File: config.mk
export PLATFORM = sky130hd
export DESIGN_NAME = token_sender
export DESIGN_NICKNAME = d
export VERILOG_FILES = /design/src/rtl/token_sender.sv
export SDC_FILE = /design/constraint.sdc
export NUM_CORES = 1
export LEC_CHECK = 0
export ABC_AREA = 0
export BUFFER_PORTS_ARGS = -buffer_cell sky130_fd_sc_hd__buf_4
export CAP_MARGIN = 30
export CORE_MARGIN = 10
export CORE_UTILIZATION = 48
export CTS_BUF_LIST = sky130_fd_sc_hd__clkbuf_4 sky130_fd_sc_hd__clkbuf_8
export DETAILED_ROUTE_END_ITERATION = 12
export PLACE_DENSITY = 0.69
export SYNTH_ARGS = -nofsm -noshare
export SYNTH_HDL_FRONTEND = slang
export SYNTH_SLANG_ARGS = --single-unit
File: constraint.sdc
create_clock -name clock -period 13.1 [get_ports clock]
set_input_delay 0.655 -clock clock [delete_from_list [all_inputs] [get_ports clock]]
set_output_delay 0.655 -clock clock [all_outputs]
set_load 0.01 [all_outputs]
File: src/rtl/token_sender.sv
// Token sender: stages payload words in a FIFO and emits them as one attribution token followed by a burst of data tokens.
// Latency: the attribution token is valid the cycle after I_Start; a FIFO word written into an empty FIFO can be presented the next cycle.
// Backpressure: I_BTk.n=1 holds O_FTk unchanged, and nothing is popped. I_BTk.t=1 aborts the burst and flushes the FIFO.
//
// Ports:
//   clock, reset          sole rising-edge clock; asynchronous active-low reset
//   I_Start/I_Length/I_Mode/I_Cond   burst start pulse and burst parameters, latched in IDLE
//   I_Wr/I_Wr_Data/O_Full            staging-FIFO write side; writes while full are dropped
//   O_FTk / I_BTk                    forward token (v,a,c,r,d) and backward token (n,t,v,c)
//   O_Busy, O_Abort                  FSM not idle; one-cycle pulse when a burst is terminated
//   O_Nack_Cnt                       (only with TOKEN_SENDER_NACK_STAT_EN) saturating count of nacked cycles
//
// Optional feature macro: TOKEN_SENDER_NACK_STAT_EN

package token_sender_pkg;

  localparam int TK_DATA_W = 32;

  typedef struct packed {
    logic                 v;   // token valid
    logic                 a;   // attribution (1) or data (0) token
    logic                 c;   // burst condition bit
    logic                 r;   // last token of the burst
    logic [TK_DATA_W-1:0] d;   // payload
  } FTk_t;

  typedef struct packed {
    logic n;   // not-ready: hold the current forward token
    logic t;   // terminate the current burst
    logic v;
    logic c;
  } BTk_t;

endpackage

module token_sender
  import token_sender_pkg::*;
#(
  parameter int WIDTH_DATA   = 32,   // should equal TK_DATA_W, the token payload width
  parameter int WIDTH_LENGTH = 10,
  parameter int DEPTH_FIFO   = 8     // power of two
) (
  input  logic                    clock,
  input  logic                    reset,
  input  logic                    I_Start,
  input  logic [WIDTH_LENGTH-1:0] I_Length,
  input  logic [1:0]              I_Mode,
  input  logic                    I_Cond,
  input  logic                    I_Wr,
  input  logic [WIDTH_DATA-1:0]   I_Wr_Data,
  output logic                    O_Full,
  output FTk_t                    O_FTk,
  input  BTk_t                    I_BTk,
  output logic                    O_Busy,
  output logic                    O_Abort
`ifdef TOKEN_SENDER_NACK_STAT_EN
  ,
  output logic [15:0]             O_Nack_Cnt
`endif
);

  localparam int AW = (DEPTH_FIFO > 1) ? $clog2(DEPTH_FIFO) : 1;
  localparam int CW = AW + 1;
  localparam logic [CW-1:0]           FULL_CNT = CW'(DEPTH_FIFO);
  localparam logic [WIDTH_LENGTH-1:0] LEN_ONE  = WIDTH_LENGTH'(1);

  localparam logic [1:0] ST_IDLE = 2'd0;
  localparam logic [1:0] ST_ATTR = 2'd1;
  localparam logic [1:0] ST_DATA = 2'd2;

  // Burst control
  logic [1:0]              state_q, state_d;
  logic [WIDTH_LENGTH-1:0] len_q, len_d;     // burst length in ATTR, words still to send in DATA
  logic [1:0]              mode_q, mode_d;
  logic                    cond_q, cond_d;

  // Staging FIFO
  logic [WIDTH_DATA-1:0]   mem [DEPTH_FIFO];
  logic [AW-1:0]           rptr_q, rptr_d;
  logic [AW-1:0]           wptr_q, wptr_d;
  logic [CW-1:0]           count_q, count_d;
  logic [CW-1:0]           avail;            // entries left after this cycle's pop, before this cycle's write
  logic [WIDTH_DATA-1:0]   head;             // FIFO head as it will be after this edge

  // Forward token register and strobes
  FTk_t                    ftk_q, ftk_d;
  logic                    abort_q;
  logic [TK_DATA_W-1:0]    attr_word;
  logic                    start_ok;
  logic                    terminate;
  logic                    accept;
  logic                    pop;
  logic                    wr_ok;

  // The valid/cond bits of the backward token carry nothing this block needs.
  logic unused_btk;
  assign unused_btk = I_BTk.v ^ I_BTk.c;

  always_comb begin
    start_ok  = I_Start && (state_q == ST_IDLE);
    // Terminate wins over both hold and acceptance.
    terminate = I_BTk.t && (state_q != ST_IDLE);
    accept    = ftk_q.v && !I_BTk.n && !terminate;
    // In DATA every valid token is the FIFO head, so acceptance is the pop.
    pop       = accept && (state_q == ST_DATA);
    // A write arriving together with a flush is discarded along with the FIFO.
    wr_ok     = I_Wr && (count_q != FULL_CNT) && !terminate;
  end

  // ---------------------------------------------------------------------------
  // FSM next state
  // ---------------------------------------------------------------------------
  always_comb begin
    state_d = state_q;
    len_d   = len_q;
    mode_d  = mode_q;
    cond_d  = cond_q;
    case (state_q)
      ST_IDLE: begin
        if (start_ok) begin
          state_d = ST_ATTR;
          len_d   = I_Length;
          mode_d  = I_Mode;
          cond_d  = I_Cond;
        end
      end
      ST_ATTR: begin
        if (accept) begin
          state_d = (len_q == '0) ? ST_IDLE : ST_DATA;
        end
      end
      ST_DATA: begin
        if (accept) begin
          len_d = len_q - LEN_ONE;
          if (len_q == LEN_ONE) begin
            state_d = ST_IDLE;
          end
        end
      end
      default: state_d = ST_IDLE;
    endcase
    if (terminate) begin
      state_d = ST_IDLE;
    end
  end

  // ---------------------------------------------------------------------------
  // FIFO pointers and occupancy
  // ---------------------------------------------------------------------------
  always_comb begin
    if (terminate) begin
      rptr_d  = '0;
      wptr_d  = '0;
      count_d = '0;
    end else begin
      rptr_d  = pop   ? rptr_q + AW'(1) : rptr_q;
      wptr_d  = wr_ok ? wptr_q + AW'(1) : wptr_q;
      count_d = count_q + CW'(wr_ok) - CW'(pop);
    end
    avail = count_q - CW'(pop);
    // When the FIFO drains this cycle, the only possible new head is the word
    // being written right now, which is not in the memory yet.
    head  = (avail == '0) ? I_Wr_Data : mem[rptr_d];
  end

  always_ff @(posedge clock) begin
    if (wr_ok) begin
      mem[wptr_q] <= I_Wr_Data;
    end
  end

  // ---------------------------------------------------------------------------
  // Next forward token, built from the post-edge state so O_FTk is registered
  // yet tracks the FIFO head without a bubble.
  // ---------------------------------------------------------------------------
  always_comb begin
    attr_word                       = '0;
    attr_word[30]                   = 1'b1;
    attr_word[29:28]                = mode_d;
    attr_word[8 +: WIDTH_LENGTH]    = len_d;

    ftk_d = '0;
    if (ftk_q.v && I_BTk.n && !terminate) begin
      ftk_d = ftk_q;
    end else begin
      case (state_d)
        ST_ATTR: begin
          ftk_d.v = 1'b1;
          ftk_d.a = 1'b1;
          ftk_d.c = cond_d;
          ftk_d.r = (len_d == '0);
          ftk_d.d = attr_word;
        end
        ST_DATA: begin
          // Empty FIFO gives a bubble; the burst resumes when data arrives.
          if (count_d != '0) begin
            ftk_d.v = 1'b1;
            ftk_d.a = 1'b0;
            ftk_d.c = cond_d;
            ftk_d.r = (len_d == LEN_ONE);
            ftk_d.d = TK_DATA_W'(head);
          end
        end
        default: ftk_d = '0;
      endcase
    end
  end

  // ---------------------------------------------------------------------------
  // State registers
  // ---------------------------------------------------------------------------
  always_ff @(posedge clock or negedge reset) begin
    if (!reset) begin
      state_q <= ST_IDLE;
      len_q   <= '0;
      mode_q  <= '0;
      cond_q  <= 1'b0;
      rptr_q  <= '0;
      wptr_q  <= '0;
      count_q <= '0;
      ftk_q   <= '0;
      abort_q <= 1'b0;
    end else begin
      state_q <= state_d;
      len_q   <= len_d;
      mode_q  <= mode_d;
      cond_q  <= cond_d;
      rptr_q  <= rptr_d;
      wptr_q  <= wptr_d;
      count_q <= count_d;
      ftk_q   <= ftk_d;
      abort_q <= terminate;
    end
  end

`ifdef TOKEN_SENDER_NACK_STAT_EN
  logic [15:0] nack_cnt_q;

  always_ff @(posedge clock or negedge reset) begin
    if (!reset) begin
      nack_cnt_q <= '0;
    end else if (start_ok) begin
      nack_cnt_q <= '0;
    end else if (ftk_q.v && I_BTk.n && (nack_cnt_q != 16'hFFFF)) begin
      nack_cnt_q <= nack_cnt_q + 16'd1;
    end
  end

  assign O_Nack_Cnt = nack_cnt_q;
`endif

  assign O_FTk   = ftk_q;
  assign O_Full  = (count_q == FULL_CNT);
  assign O_Busy  = (state_q != ST_IDLE);
  assign O_Abort = abort_q;

endmodule
* After elaboration in Yosys (flattened, before gate mapping) *
Memories as Yosys holds them, arrays and structs flattened.
Index checks and enable logic that the tools add are counted.

cells by class
  add/subtract/negate cells = 6
  equal/unequal tests = 8
  muxes and demuxes = 24
  reduce and logical (&&, ||, !) cells = 18

operators by type and width
  operator                                             count
  one-hot mux 36 bit (2 select lines)                  1
  2-to-1 mux 36 bit                                    1
  2-to-1 mux 32 bit                                    1
  == test 10 x 1 -> 1 bit (second input constant)      2
  logical NOT 10 bit                                   2
  2-to-1 mux 10 bit                                    2
  one-hot mux 10 bit (2 select lines)                  1
  2-to-1 mux 2 bit                                     8
  2-to-1 mux 3 bit                                     4
  subtractor 10 x 1 -> 10 bit (second input constant)  1
  logical AND 1 bit                                    9
  subtractor 4 x 1 -> 4 bit                            2
  adder 3 x 1 -> 3 bit (second input constant)         2
  one-hot mux 2 bit (3 select lines)                   1
  adder 4 x 1 -> 4 bit                                 1
  == test 2 x 1 -> 1 bit (second input constant)       2
  == test 2 bit (second input constant)                2
  == test 4 bit (second input constant)                1
  logical NOT 4 bit                                    1
  2-to-1 mux 1 bit                                     4
  2-to-1 mux 4 bit                                     1
  != test 4 bit (second input constant)                1
  nonzero test 2 bit                                   2
  nonzero test 4 bit                                   1
  other kinds (2)                                      3

storage, ports and cells
  bits in registers = 62
  bits in writable memories = 256
  input port bits = 53
  output and inout bits = 39
  word-level logic and storage cells = 70
  memories = 1

memory list
  memory  depth  width  rd ports  clocked after Yosys merged registers in  write ports  RTL line  text
  mem     8      32     1         0                                        1            78        logic [WIDTH_DATA-1:0] mem [DEPTH_FIFO];

* Depth between registers and ports, before layout *
An unclocked memory read counts as a cell.

  depth in word-level cells = 11
  gate-level depth with buffers = 15
  gate-level depth less buffers = 14

* Worst setup path before layout *
No wires, ideal clock.

  path type = input port to flip-flop
  from = input port I_BTk[2] (netlist bit)
  to = memory mem[0][0], enable pin
  setup time = 461 ps
  arrival time = 4,074 ps
  data required time = 12,639 ps
  setup slack = 8,565 ps
  stages = 6
  path buffers = 2
  path through = clkbuf_1 o21ai_1 clkbuf_1 inv_1 or3_1 nor3_1

on the way
  longest elaborated chain between the ends = 5

RTL lines
  what                                    RTL line  text
  start, declared                         53        input BTk_t I_BTk,
  logical AND 1 bit                       102       terminate = I_BTk.t && (state_q != ST_IDLE);
  via terminate                           90        logic terminate;
  logical NOT 1 bit                       107       wr_ok = I_Wr && (count_q != FULL_CNT) && !terminate;
  logical AND 1 bit                       107
  2-to-1 mux 1 bit                        167       if (wr_ok) begin
  2-to-1 mux 1 bit (implied by the code)  168       mem[wptr_q] <= I_Wr_Data;
  end, declared                           78

The timed path passes the listed nets, and every way through them passes these cells.

* Final worst setup path *
  from = register state_q[1]
  to = register ftk_q (netlist bit O_FTk[15])

on the way
  longest elaborated chain between the ends = 11
  elaborated cells on any way between the ends = 34
  those cells by class = add/sub: 3; eq/ne: 4; mux: 15; reduce/logical: 11; memory: 1

RTL lines
  what                                   RTL line  text
  start, declared                        72        logic [1:0] state_q, state_d;
  start signal, assigned                 224       state_q <= state_d;
  nonzero test 2 bit                     102
  logical AND 1 bit                      102
  logical NOT 1 bit                      103       accept = ftk_q.v && !I_BTk.n && !terminate;
  logical AND 1 bit                      103
  logical AND 1 bit                      105       pop = accept && (state_q == ST_DATA);
  2-to-1 mux 3 bit                       156       rptr_d = pop ? rptr_q + AW'(1) : rptr_q;
  2-to-1 mux 3 bit *                     151       if (terminate) begin
  via rptr_d[1]                          79        logic [AW-1:0] rptr_q, rptr_d;
  memory read (8 x 32 bit) *             n/a
  2-to-1 mux 32 bit *                    163       head = (avail == '0) ? I_Wr_Data : mem[rptr_d];
  2-to-1 mux 36 bit *                    196       if (count_d != '0) begin
  one-hot mux 36 bit (2 select lines) *  186       case (state_d)
  end signal, assigned                   231       ftk_q <= ftk_d;
  end, declared                          86        FTk_t ftk_q, ftk_d;

Mark *: on every way through the listed nets, which the timed path passes. The rest lies on a longest branch.
A chain may end at the register's enable or synchronous reset.

==> qor_table.md <==
| Result | Reported |
|:---|:---|
| Vertical extent of the die | 189 um |
| Avg Vias per Cell | 6.43 |
| Maximum frequency from static timing analysis | 210 MHz |
| Final global-route overflow total | 0 |
| Routed wl met2 | 17100 um |
| Largest family of logic cells by synthesized area | compound AO/OA/AOI/OAI gates |
| Arr. time, crit path | 5.25 ns |
| Placeable core region | 27900 sq um |
| Proportion of total power due to net switching | 33.3% |
| FF+latch count, synth | 318 |
| Root Buffer | clkbuf_8 |
| Average cell area after synthesis | 12.8 sq um |
| Number of antenna cells inserted | 0 |
| Number of nets in the layout | 1198 |
| Synth Area in XOR/XNOR | 0.385% |
| First-pass iteration count of the detailed router | 6 |
| Total routed wirelength | 36700 um |
| Biggest fanout along the worst timing path | 65 |
| WL/cell | 23.7 um |
| Routed length on met3 | 3570 um |
| Number of pins with negative max-slew slack in the final report | 0 |
| Clock network fraction of total power | 30.2% |
| Final worst-path cycle share | 36.3% |
| Async SR Flop Fraction | 19.5% |
| Latest clock arrival within the worst-skew pair | 0.58 ns |
| Hpwl dp | 18900 um |
| Number of max-cap violations | 0 |
| Clock-pin slew of the registers on the worst-case setup and hold paths | 0.06 ns |
| Starting density of the core | 48.9% |
| Slew at the pin closest to its max-slew limit | 1.04 ns |
| Type of the worst min-delay path | input pin to asynchronous set/reset pin |
| Worst Path Class, Setup | flip-flop to flip-flop |
| Hold-fix buffer count after cts | 0 |
| Top layer reached by signal wires | met4 |
| Sum of internal, switching and leakage power | 3.10 mW |
| Overall Global Routing Usage | 19.7% |
| Leading cell types in the layout, fill and taps excluded | edfxtp_1 (256), o21ai_0 (191), a32oi_1 (117), buf_4 (109), nand3_1 (90) |
| Flip-flop cell with the highest count after synthesis | edfxtp_1 |
| Row Count | 61 |
| Die X-Extent | 189 um |
| Standby leakage power | 5.53 nW |
| Internal | 2.07 mW |
| Run status | complete, no violations |
| CTS resizes | 0 |
| CTS max path bufs | 3 |
| Unrepaired setup endpoints after global routing | no |
| Library cells used by synthesis | 59 |
| Die Footprint | 35600 sq um |
| Leading cell type in the layout, fill and taps excluded | edfxtp_1 |
| Psw | 1.03 mW |
| Number of remaining DRC errors | 0 |
| Remaining number of nets flagged by the antenna check after routing | 0 |
| Power per cell area | 196 nW/um^2 |
| I/O pin cnt | 92 |
| Synth Area in Simple Gates | 7.71% |
| Min Tclk post-route | 4.76 ns |
| Initial antenna violation count | 0 |
| Synth Area in Adders | 1.52% |
| Vias in the first global route | 9605 |
| Type of destination of the critical path | flip-flop |
| Complex-gate fraction of the synthesized area | 19.3% |
| Setup bufs post-CTS | 0 |
| Quantity of I/O buffers inserted on ports | 89 |
| Area growth from synthesis to layout | 15.8% |
| Share of cells above drive strength 1 | 19.0% |
| Number of H-tree levels | 2 |
| Cell Area, Synth | 13700 sq um |
| M1 wire length | 15100 um |
| Sequential share of the synthesized area | 67.6% |
| Number of synthesized flops with an enable pin | 256 |
| Logic gate share of total power | 27.9% |
| Crit path launch type | flip-flop |
| Total negative slack for setup checks | 0 ns |
| Mapped Cells | 1069 |
| Number of buffers added by the clock tree synthesis step | 50 |
| Total via count after detailed routing | 9948 |
| Pin count of the biggest net entering global routing | 90 |
| Number of nets produced by synthesis | 1138 |
| Setup clock skew after layout | 0.0173 ns |
| DRC marker count from the first detailed-route iteration | 1104 |
| Sequential fraction of design power | 41.9% |
| Multiplexer area fraction after synthesis | 0.229% |
| Required time of the critical path | 13.59 ns |
| Total of warnings raised by yosys | 0 |
| Wire length of the first global-routing pass | 55700 um |
| Number of hold-slack violations in the final timing report | 0 |
| # setup viols final | 0 |
| Number of clock sinks | 318 |
| RePlAce Congestion | 0.861 |
| TritonCTS clock tree | built |
| Worst relative slew slack | 30.6% |
| Largest vdd supply drop | 0.000110 V |
-- synthesized netlist by cell type (4+ instances only) --
cell type,number,share of area (%)
a21oi_1,14,0.51
o22ai_1,26,1.2
edfxtp_1,256,56
and2_1,5,0.23
nand2b_1,8,0.37
buf_1,12,0.33
o211ai_1,4,0.22
ha_1,15,1.4
nor3_1,8,0.29
inv_1,15,0.41
nor2_1,17,0.47
dfrtp_1,62,11
clkbuf_1,86,2.4
nor2b_1,6,0.27
nand3_1,90,3.3
a22oi_1,16,0.88
a32oi_1,117,7.5
o221ai_1,6,0.38
o21ai_0,191,7.0
nand2_1,48,1.3
-- sequential cells by signal (all words and copies together) (netlist names) --
name and flops:
O_FTk 36, count_q 4, mode_q 2, rptr_q 3, len_q 10, mem 256, O_Abort 1, wptr_q 3
cond_q 1, state_q 2
-- metrics by stage --
stage | util, % | hold slack (ns) | instances | area (sq um) | setup WS (ns)
2_1_floorplan | - | 0.359 | 1069 | 13700 | 8.56
3_3_place_gp | 52.5 | 0.463 | 1455 | 14700 | 8.41
3_5_place_dp | 52.5 | 0.471 | 1455 | 14700 | 8.43
4_1_cts | 56.7 | 0.241 | 1547 | 15800 | 8.43
5_1_grt | 56.7 | 0.259 | 1547 | 15800 | 8.06
6_report | 56.7 | 0.214 | 1547 | 15800 | 8.34
-- layout make-up --
| class | count | area [sq um] |
|---|---|---|
| clock buffers | 84 | 1040 |
| fillers | 2304 | 12100 |
| flip-flops and latches | 318 | 9240 |
| well taps | 378 | 473 |
| repair buffers | 109 | 818 |
| inverters | 15 | 56.3 |
| clock inverters | 8 | 116 |
| multi-input cells | 635 | 4090 |
-- final timing paths --
check,from,slack (ns),to,cells after the start
setup / recovery,state_q[1],8.34,O_FTk[15],8
hold / removal,reset,0.21,count_q[3],1
setup reg to reg,state_q[1],8.34,O_FTk[15],8
hold reg to reg,cond_q,0.48,cond_q,2
max in group asynchronous,reset,12.26,O_FTk[1],1
min in group clock,I_Cond,0.31,cond_q,3
-- power groups by stage --
stage                     Clock, mW  Sequential [mW]  Combinational, mW
final                         0.936             1.30              0.864
after CTS                     0.945             1.30              0.857
after floorplan                   0             1.30              0.568
after global placement            0             1.31              0.835
after global routing          0.994             1.31              0.939
after detailed placement          0             1.32              0.854
-- layer usage --
| layer | vias up | GRT usage (%) |
|---|---|---|
| met2 | 513 | 31.1 |
| met3 | 76 | 4.38 |
| met1 | 4958 | 26.2 |
| met5 | - | 0 |
| li1 | 4401 | - |
| met4 | 0 | 7.11 |
-- critical path, cell delays in order (launching register included) --
cell,delay [ns]
dfrtp_1,0.85
nand2b_1,0.45
o211ai_1,0.95
buf_4,0.71
and2_4,0.88
inv_1,0.35
nand3_1,0.15
a21oi_1,0.09
o21ai_0,0.20
-- logic make-up after synthesis --
family                     count (synthesis)
AOI/OAI and AO/OA                        401
xor gates and xnor gates                   6
adders and majority gates                 16
buffers and inverters                    116
DFF                                      318
muxes                                      3
and+or+nand+nor                          209
Power figures use the tool's default switching activity.
